===== src/rtl/experiment_fsm.sv =====
// Single-shot sequencer: arm on start, align to fast gate, fire detonator,
// confirm by debounced wire break, then fire the detector trigger.
module experiment_fsm #(
    parameter int unsigned SYNC_STAGES      = 2,
    parameter int unsigned DET_DELAY_CYC    = 360000,
    parameter int unsigned DET_PULSE_CYC    = 2000,
    parameter int unsigned DEBOUNCE_CYC     = 400,
    parameter int unsigned WIRE_TIMEOUT_CYC = 400000,
    parameter int unsigned TRIG_PULSE_CYC   = 200,
    parameter int unsigned COUNTER_WIDTH    = 32
) (
    input  logic                     clock,
    input  logic                     reset,
    input  logic                     start_signal,
    input  logic                     fg_signal,
    input  logic                     wire_signal,
    input  logic                     detector_ready,
    output logic                     detonation_signal,
    output logic                     output_trigger,
    output logic [2:0]               scenario_state,
    output logic [COUNTER_WIDTH-1:0] counter_
);

    localparam int unsigned NUM_IN    = 4;
    localparam int unsigned IDX_START = 0;
    localparam int unsigned IDX_FG    = 1;
    localparam int unsigned IDX_WIRE  = 2;
    localparam int unsigned IDX_READY = 3;
    localparam int unsigned DEB_W     = $clog2(DEBOUNCE_CYC + 1);

    typedef enum logic [2:0] {
        S_IDLE     = 3'd0,
        S_ARMED    = 3'd1,
        S_DELAY    = 3'd2,
        S_DETONATE = 3'd3,
        S_WIRE_OK  = 3'd4,
        S_TRIGGER  = 3'd5,
        S_WAIT_DET = 3'd6,
        S_ERROR    = 3'd7
    } state_t;

    logic [NUM_IN-1:0] async_in;
    logic [NUM_IN-1:0] sync_ff [SYNC_STAGES];
    logic [NUM_IN-1:0] sync_v;
    logic              start_d;
    logic              fg_d;
    logic              start_rise;
    logic              fg_rise;

    state_t                   state;
    state_t                   state_n;
    logic [COUNTER_WIDTH-1:0] cnt;
    logic [COUNTER_WIDTH-1:0] cnt_n;
    logic [COUNTER_WIDTH-1:0] cnt_inc;
    logic [DEB_W-1:0]         stab;
    logic [DEB_W-1:0]         stab_n;
    logic                     wire_valid;
    logic                     seen_low;
    logic                     seen_low_n;
    logic                     det_q;
    logic                     det_n;
    logic                     trig_q;
    logic                     trig_n;

    assign async_in = {detector_ready, wire_signal, fg_signal, start_signal};
    assign sync_v   = sync_ff[SYNC_STAGES-1];

    // Multi-flop synchronizers plus one-cycle history for rising-edge detect
    always_ff @(posedge clock or negedge reset) begin
        if (!reset) begin
            for (int unsigned i = 0; i < SYNC_STAGES; i++) begin
                sync_ff[i] <= '0;
            end
            start_d <= 1'b0;
            fg_d    <= 1'b0;
        end else begin
            sync_ff[0] <= async_in;
            for (int unsigned i = 1; i < SYNC_STAGES; i++) begin
                sync_ff[i] <= sync_ff[i-1];
            end
            start_d <= sync_v[IDX_START];
            fg_d    <= sync_v[IDX_FG];
        end
    end

    assign start_rise = sync_v[IDX_START] & ~start_d;
    assign fg_rise    = sync_v[IDX_FG] & ~fg_d;
    assign cnt_inc    = (&cnt) ? cnt : cnt + COUNTER_WIDTH'(1);
    assign wire_valid = (stab >= DEB_W'(DEBOUNCE_CYC));

    always_ff @(posedge clock or negedge reset) begin
        if (!reset) begin
            state    <= S_IDLE;
            cnt      <= '0;
            stab     <= '0;
            seen_low <= 1'b0;
            det_q    <= 1'b0;
            trig_q   <= 1'b0;
        end else begin
            state    <= state_n;
            cnt      <= cnt_n;
            stab     <= stab_n;
            seen_low <= seen_low_n;
            det_q    <= det_n;
            trig_q   <= trig_n;
        end
    end

    always_comb begin
        state_n    = state;
        cnt_n      = '0;
        stab_n     = '0;
        seen_low_n = 1'b0;
        det_n      = 1'b0;
        trig_n     = 1'b0;

        case (state)
            S_IDLE: begin
                if (start_rise && sync_v[IDX_READY]) state_n = S_ARMED;
            end
            S_ARMED: begin
                if (fg_rise) state_n = S_DELAY;
            end
            S_DELAY: begin
                if (cnt >= COUNTER_WIDTH'(DET_DELAY_CYC - 1)) state_n = S_DETONATE;
            end
            S_DETONATE: begin
                // A valid wire wins over a timeout landing in the same cycle
                if (wire_valid) begin
                    state_n = S_WIRE_OK;
                end else if (cnt >= COUNTER_WIDTH'(WIRE_TIMEOUT_CYC)) begin
                    state_n = S_ERROR;
                end
            end
            S_WIRE_OK: begin
                state_n = sync_v[IDX_READY] ? S_TRIGGER : S_ERROR;
            end
            S_TRIGGER: begin
                if (cnt >= COUNTER_WIDTH'(TRIG_PULSE_CYC - 1)) state_n = S_WAIT_DET;
            end
            S_WAIT_DET: begin
                if (seen_low && sync_v[IDX_READY]) state_n = S_IDLE;
            end
            S_ERROR: begin
                if (!sync_v[IDX_START] && sync_v[IDX_READY]) state_n = S_IDLE;
            end
            default: state_n = S_IDLE;
        endcase

        cnt_n = (state_n != state) ? '0 : cnt_inc;

        if (state == S_DETONATE && sync_v[IDX_WIRE]) begin
            stab_n = (stab >= DEB_W'(DEBOUNCE_CYC)) ? stab : stab + DEB_W'(1);
        end

        // A low phase already in progress on entry to WAIT_DET counts
        seen_low_n = (state == S_WAIT_DET) && (seen_low || !sync_v[IDX_READY]);

        det_n  = (state_n == S_DETONATE) && (cnt_n < COUNTER_WIDTH'(DET_PULSE_CYC));
        trig_n = (state_n == S_TRIGGER);
    end

    assign detonation_signal = det_q;
    assign output_trigger    = trig_q;
    assign scenario_state    = state;
    assign counter_          = cnt;

endmodule


===== config.mk =====
export PLATFORM = sky130hd
export DESIGN_NAME = experiment_fsm
export DESIGN_NICKNAME = d
export VERILOG_FILES = /design/src/rtl/experiment_fsm.sv
export SDC_FILE = /design/constraint.sdc
export NUM_CORES = 1
export LEC_CHECK = 0
export ABC_CLOCK_PERIOD_IN_PS = 7500
export BUFFER_PORTS_ARGS = -buffer_cell sky130_fd_sc_hd__buf_2
export CORE_AREA = 5 5 94 96
export CTS_BUF_LIST = sky130_fd_sc_hd__clkbuf_4 sky130_fd_sc_hd__clkbuf_8
export DETAILED_ROUTE_END_ITERATION = 6
export DIE_AREA = 0 0 99 101
export GPL_TIMING_DRIVEN = 0
export MAX_ROUTING_LAYER = met4
export PLACE_DENSITY_LB_ADDON = 0.05
export SLEW_MARGIN = 10
export SYNTH_ARGS = -nofsm -noshare
export SYNTH_HDL_FRONTEND = slang
export SYNTH_SLANG_ARGS = --single-unit

===== constraint.sdc =====
create_clock -name clock -period 7.5 [get_ports clock]
set_clock_uncertainty 0.15 [all_clocks]
set_input_delay 1.125 -clock clock [delete_from_list [all_inputs] [get_ports clock]]
set_output_delay 1.125 -clock clock [all_outputs]
set_load 0.01 [all_outputs]

==> impl_results.md <==
- Startpoint types: flip-flop
- Clock Tree Buf Depth: 2
- VDD IR max: roughly 0.12 mV
- Final Util: 50.60%
- Cells on worst reg2reg path: 9
- CTS tree: built
- Async SR Flop Fraction: 100.0%
- I/O pin count: 43
- CP Data Arrival Time: about 3 ns
- Fmax: around 340 MHz
- Initial Utilization: a little over two fifths
- Routed wire length: 8474 µm
- Worst-Skew Late Latency: around 0.34 ns
- Vias: around 2,900
- Drt wl/cell: ~16 µm
- First-pass GRT wire length: 13,990 µm
- Die Area: approximately 10000 µm²
- DP Worst Slack: between 4 and 5 ns
- Worst R2R End: counter_[19]
- Post-route minimum period: a little under 3 ns
- Htree depth: 3
- Pre-antenna DRT Iters: 4
- Total grt overflow: 0
- Drt drc: 0
- CTS Buf Count: 9
- LEAKAGE: 1.821 nW
- Clock sinks: 57
- DR vias/cell: ~5.4
- Seq/Total Area, Yosys: 41.01%
- All-Layer GR Usage: 18.34%
- Initial antenna violation count: 0
- Die Height: between 100 and 150 µm
- Slew HR: a little under half
- Post-synth cell types: between 60 and 70
- Area Overhead vs Synth: 15.94%
- Synth Register Bits: 57
- Post-DRT Antenna Nets: 0
- Cts hold-fix bufs: 0
- Max Cap Viol: 0
- Final period util: around two fifths
- CTS root buf: clkbuf_8
- Fin. Hold Viols: 0
- Diode count: 0
- R2r startpoint: counter_[28]
- Unrepaired setup endpoints after global routing: false
- Post-Synthesis Cells: 380
- Avg Synthesized Cell Area: between 9 and 10 µm²
- Setup crit end: counter_[19]
- Number of flops mapped to enable cells by yosys: 0
- Syn Nets: around 400
- Cell Chain, Critical Path: clkbuf_1, nor4_1, nand4_1, o31ai_1, o21a_1, nor2b_1, o31ai_4, buf_2, o21ba_2
- Synth Warn #: 0
- Slowest cell on crit path: o31ai_1
- Vias in the first global route: between 2,000 and 3,000
- Largest net degree at the start of global routing: 58
- Initial DRC Count: about 160
- DIE WIDTH: approximately 99 µm
- Crit end category: flip-flop
- Setup WS post-layout: ~4.5 ns
- Slew Limit Fails: 0
- R2r setup slk: ~4.5 ns
- Setup CP Type: reg -> reg
- Post-CTS setup buffer count: 0
- Hold Path Class: reg -> reg
- Final setup viols: 0
- Post-place instance area: about 3800 µm²
- Hpwl dp: roughly 6100 µm
- Worst slew pin tran: roughly 0.79 ns
- Nets: between 400 and 500
- Power Dens Cells: ~210 nW/µm²
- Primary FF master, synth: dfrtp_1
- Fin Setup TNS: 0 ns
- Total chip power: around 850 µW
- Worst path required time: between 7 and 8 ns
- Share of layout cells above drive strength 1: 21.00%
- Core ar.: around 8000 µm²
- CP Launch Point: counter_[28]
- CTS clk-pin slew, worst paths: approximately 0.07 ns
- Final instance area: roughly 4000 µm²
- GPL Wtd Cong: between 0.8 and 0.9
- CP peak stage delay: 0.43 ns
- Crit Path Max Fanout: 10
- Rows: 33
- Post-CTS resize count: 0
- Cell area after synthesis: between 3000 and 4000 µm²
- Port Buffer Count: 42
- Outcome: completed
## critical path: cells and delay by family, from the launching register on
family                 cells  cell delay (ns)
buffers and inverters      2             0.52
flip-flops                 1             0.37
AND/OR/NAND/NOR            3             0.66
AO/OA/AOI/OAI              4             1.13
## where the power goes
group	switching (mW)	total (mW)	internal, mW
clock network	0.127	0.302	0.175
logic	0.129	0.192	0.0623
registers	0.0220	0.351	0.329
total	0.278	0.845	0.567
## synthesized netlist by cell type (3+ instances only)
cell / instances / area (µm²)
dfrtp_1: 57 / 1426
nor2_1: 47 / 176.4
nand2_1: 29 / 108.9
nand4_1: 19 / 118.9
xor2_1: 18 / 157.7
nand3_1: 17 / 85.08
xnor2_1: 14 / 122.6
buf_2: 13 / 65.06
a21oi_1: 11 / 55.05
and3_1: 11 / 68.82
nor3_1: 10 / 50.05
and4_1: 9 / 78.83
inv_1: 8 / 30.03
nor2b_1: 8 / 50.05
clkbuf_1: 7 / 26.28
nor4_1: 7 / 43.79
o21a_1: 6 / 45.04
o21ai_0: 6 / 30.03
and2_1: 5 / 31.28
o211ai_1: 5 / 37.54
buf_4: 4 / 30.03
ha_1: 4 / 50.05
nor3b_1: 4 / 30.03
or3_1: 4 / 25.02
a21o_1: 3 / 22.52
a31oi_1: 3 / 18.77
mux2i_1: 3 / 30.03
o22ai_1: 3 / 18.77
or2_2: 3 / 18.77
## cell families (layout without fill, tap and decap cells)
logic type / Yosys count / after routing / synth area share, %
simple gates: 185 / 185 / 29.10
compound gates: 64 / 64 / 14.43
flops: 57 / 57 / 41.01
buf+inv: 33 / 91 / 4.460
xor+xnor: 32 / 32 / 8.058
mux: 5 / 5 / 1.511
fa+ha+maj: 4 / 4 / 1.439
## sequential cells by signal, summed over array words and instances, names as in the netlist
| name | cells |
|---|---|
| scenario_state | 3 |
| counter_ | 32 |
| sync_ff | 4 |
| start_d | 1 |
| stab | 9 |
| fg_d | 1 |
| seen_low | 1 |
| sync_v | 4 |
| output_trigger | 1 |
| detonation_signal | 1 |
## metal layers
| layer | wire length [µm] | GRT usage, % | part of all wire [%] |
|---|---|---|---|
| met5 | 0 | - | 0 |
| met4 | 63 | 5.567 | 0.74 |
| met3 | 307 | 4.360 | 3.6 |
| met2 | 3973 | 27.32 | 47 |
| met1 | 4129 | 24.84 | 49 |
## through the flow
stage	std cells	hold WS [ns]
finish	543	0.1957
global route	543	0.2037
CTS	543	0.2004
detailed placement	527	0.1847
global placement	527	0.1812
floorplan	380	0.1812
## layout by cell type, fill, tap and decap left out, types with 4 or more instances in the layout
| cell | synthesis | routed |
|---|---|---|
| ha_1 | 4 | 4 |
| inv_1 | 8 | 8 |
| nor3b_1 | 4 | 4 |
| clkbuf_1 | 7 | 7 |
| nand4_1 | 19 | 19 |
| xnor2_1 | 14 | 14 |
| and4_1 | 9 | 9 |
| clkbuf_8 | 0 | 11 |
| dfrtp_1 | 57 | 57 |
| buf_2 | 13 | 54 |
| buf_4 | 4 | 5 |
| o21ai_0 | 6 | 6 |
| nor2_1 | 47 | 47 |
| o21a_1 | 6 | 6 |
| o211ai_1 | 5 | 5 |
| and2_1 | 5 | 5 |
| and3_1 | 11 | 11 |
| xor2_1 | 18 | 18 |
| nand2_1 | 29 | 29 |
| a21oi_1 | 11 | 11 |
| nor2b_1 | 8 | 8 |
| nor3_1 | 10 | 10 |
| nor4_1 | 7 | 7 |
| nand3_1 | 17 | 17 |
| or3_1 | 4 | 4 |
## how the worst min path moves through the flow
stage | startpoint | end | slack (ns) | cells after the start
CTS | sync_ff[5] | sync_v[1] | 0.20 | 0
global placement | sync_ff[6] | sync_v[2] | 0.18 | 0
finish | sync_ff[5] | sync_v[1] | 0.20 | 0
detailed placement | sync_ff[4] | sync_v[0] | 0.18 | 0
global route | sync_ff[4] | sync_v[0] | 0.20 | 0
floorplan | sync_ff[4] | sync_v[0] | 0.18 | 0
## area by class of cell
| type | count | area, µm² |
|---|---|---|
| inverter | 8 | 30.03 |
| timing repair buffer | 42 | 212.7 |
| buffer | 25 | 125.1 |
| tap | 105 | 131.4 |
| sequential | 57 | 1426 |
| multi-input combinational | 290 | 1897 |
| clock buffer | 12 | 158.9 |
| fill | 800 | 3936 |
| clock inverter | 4 | 51.30 |
Power figures use the tool's default switching activity.
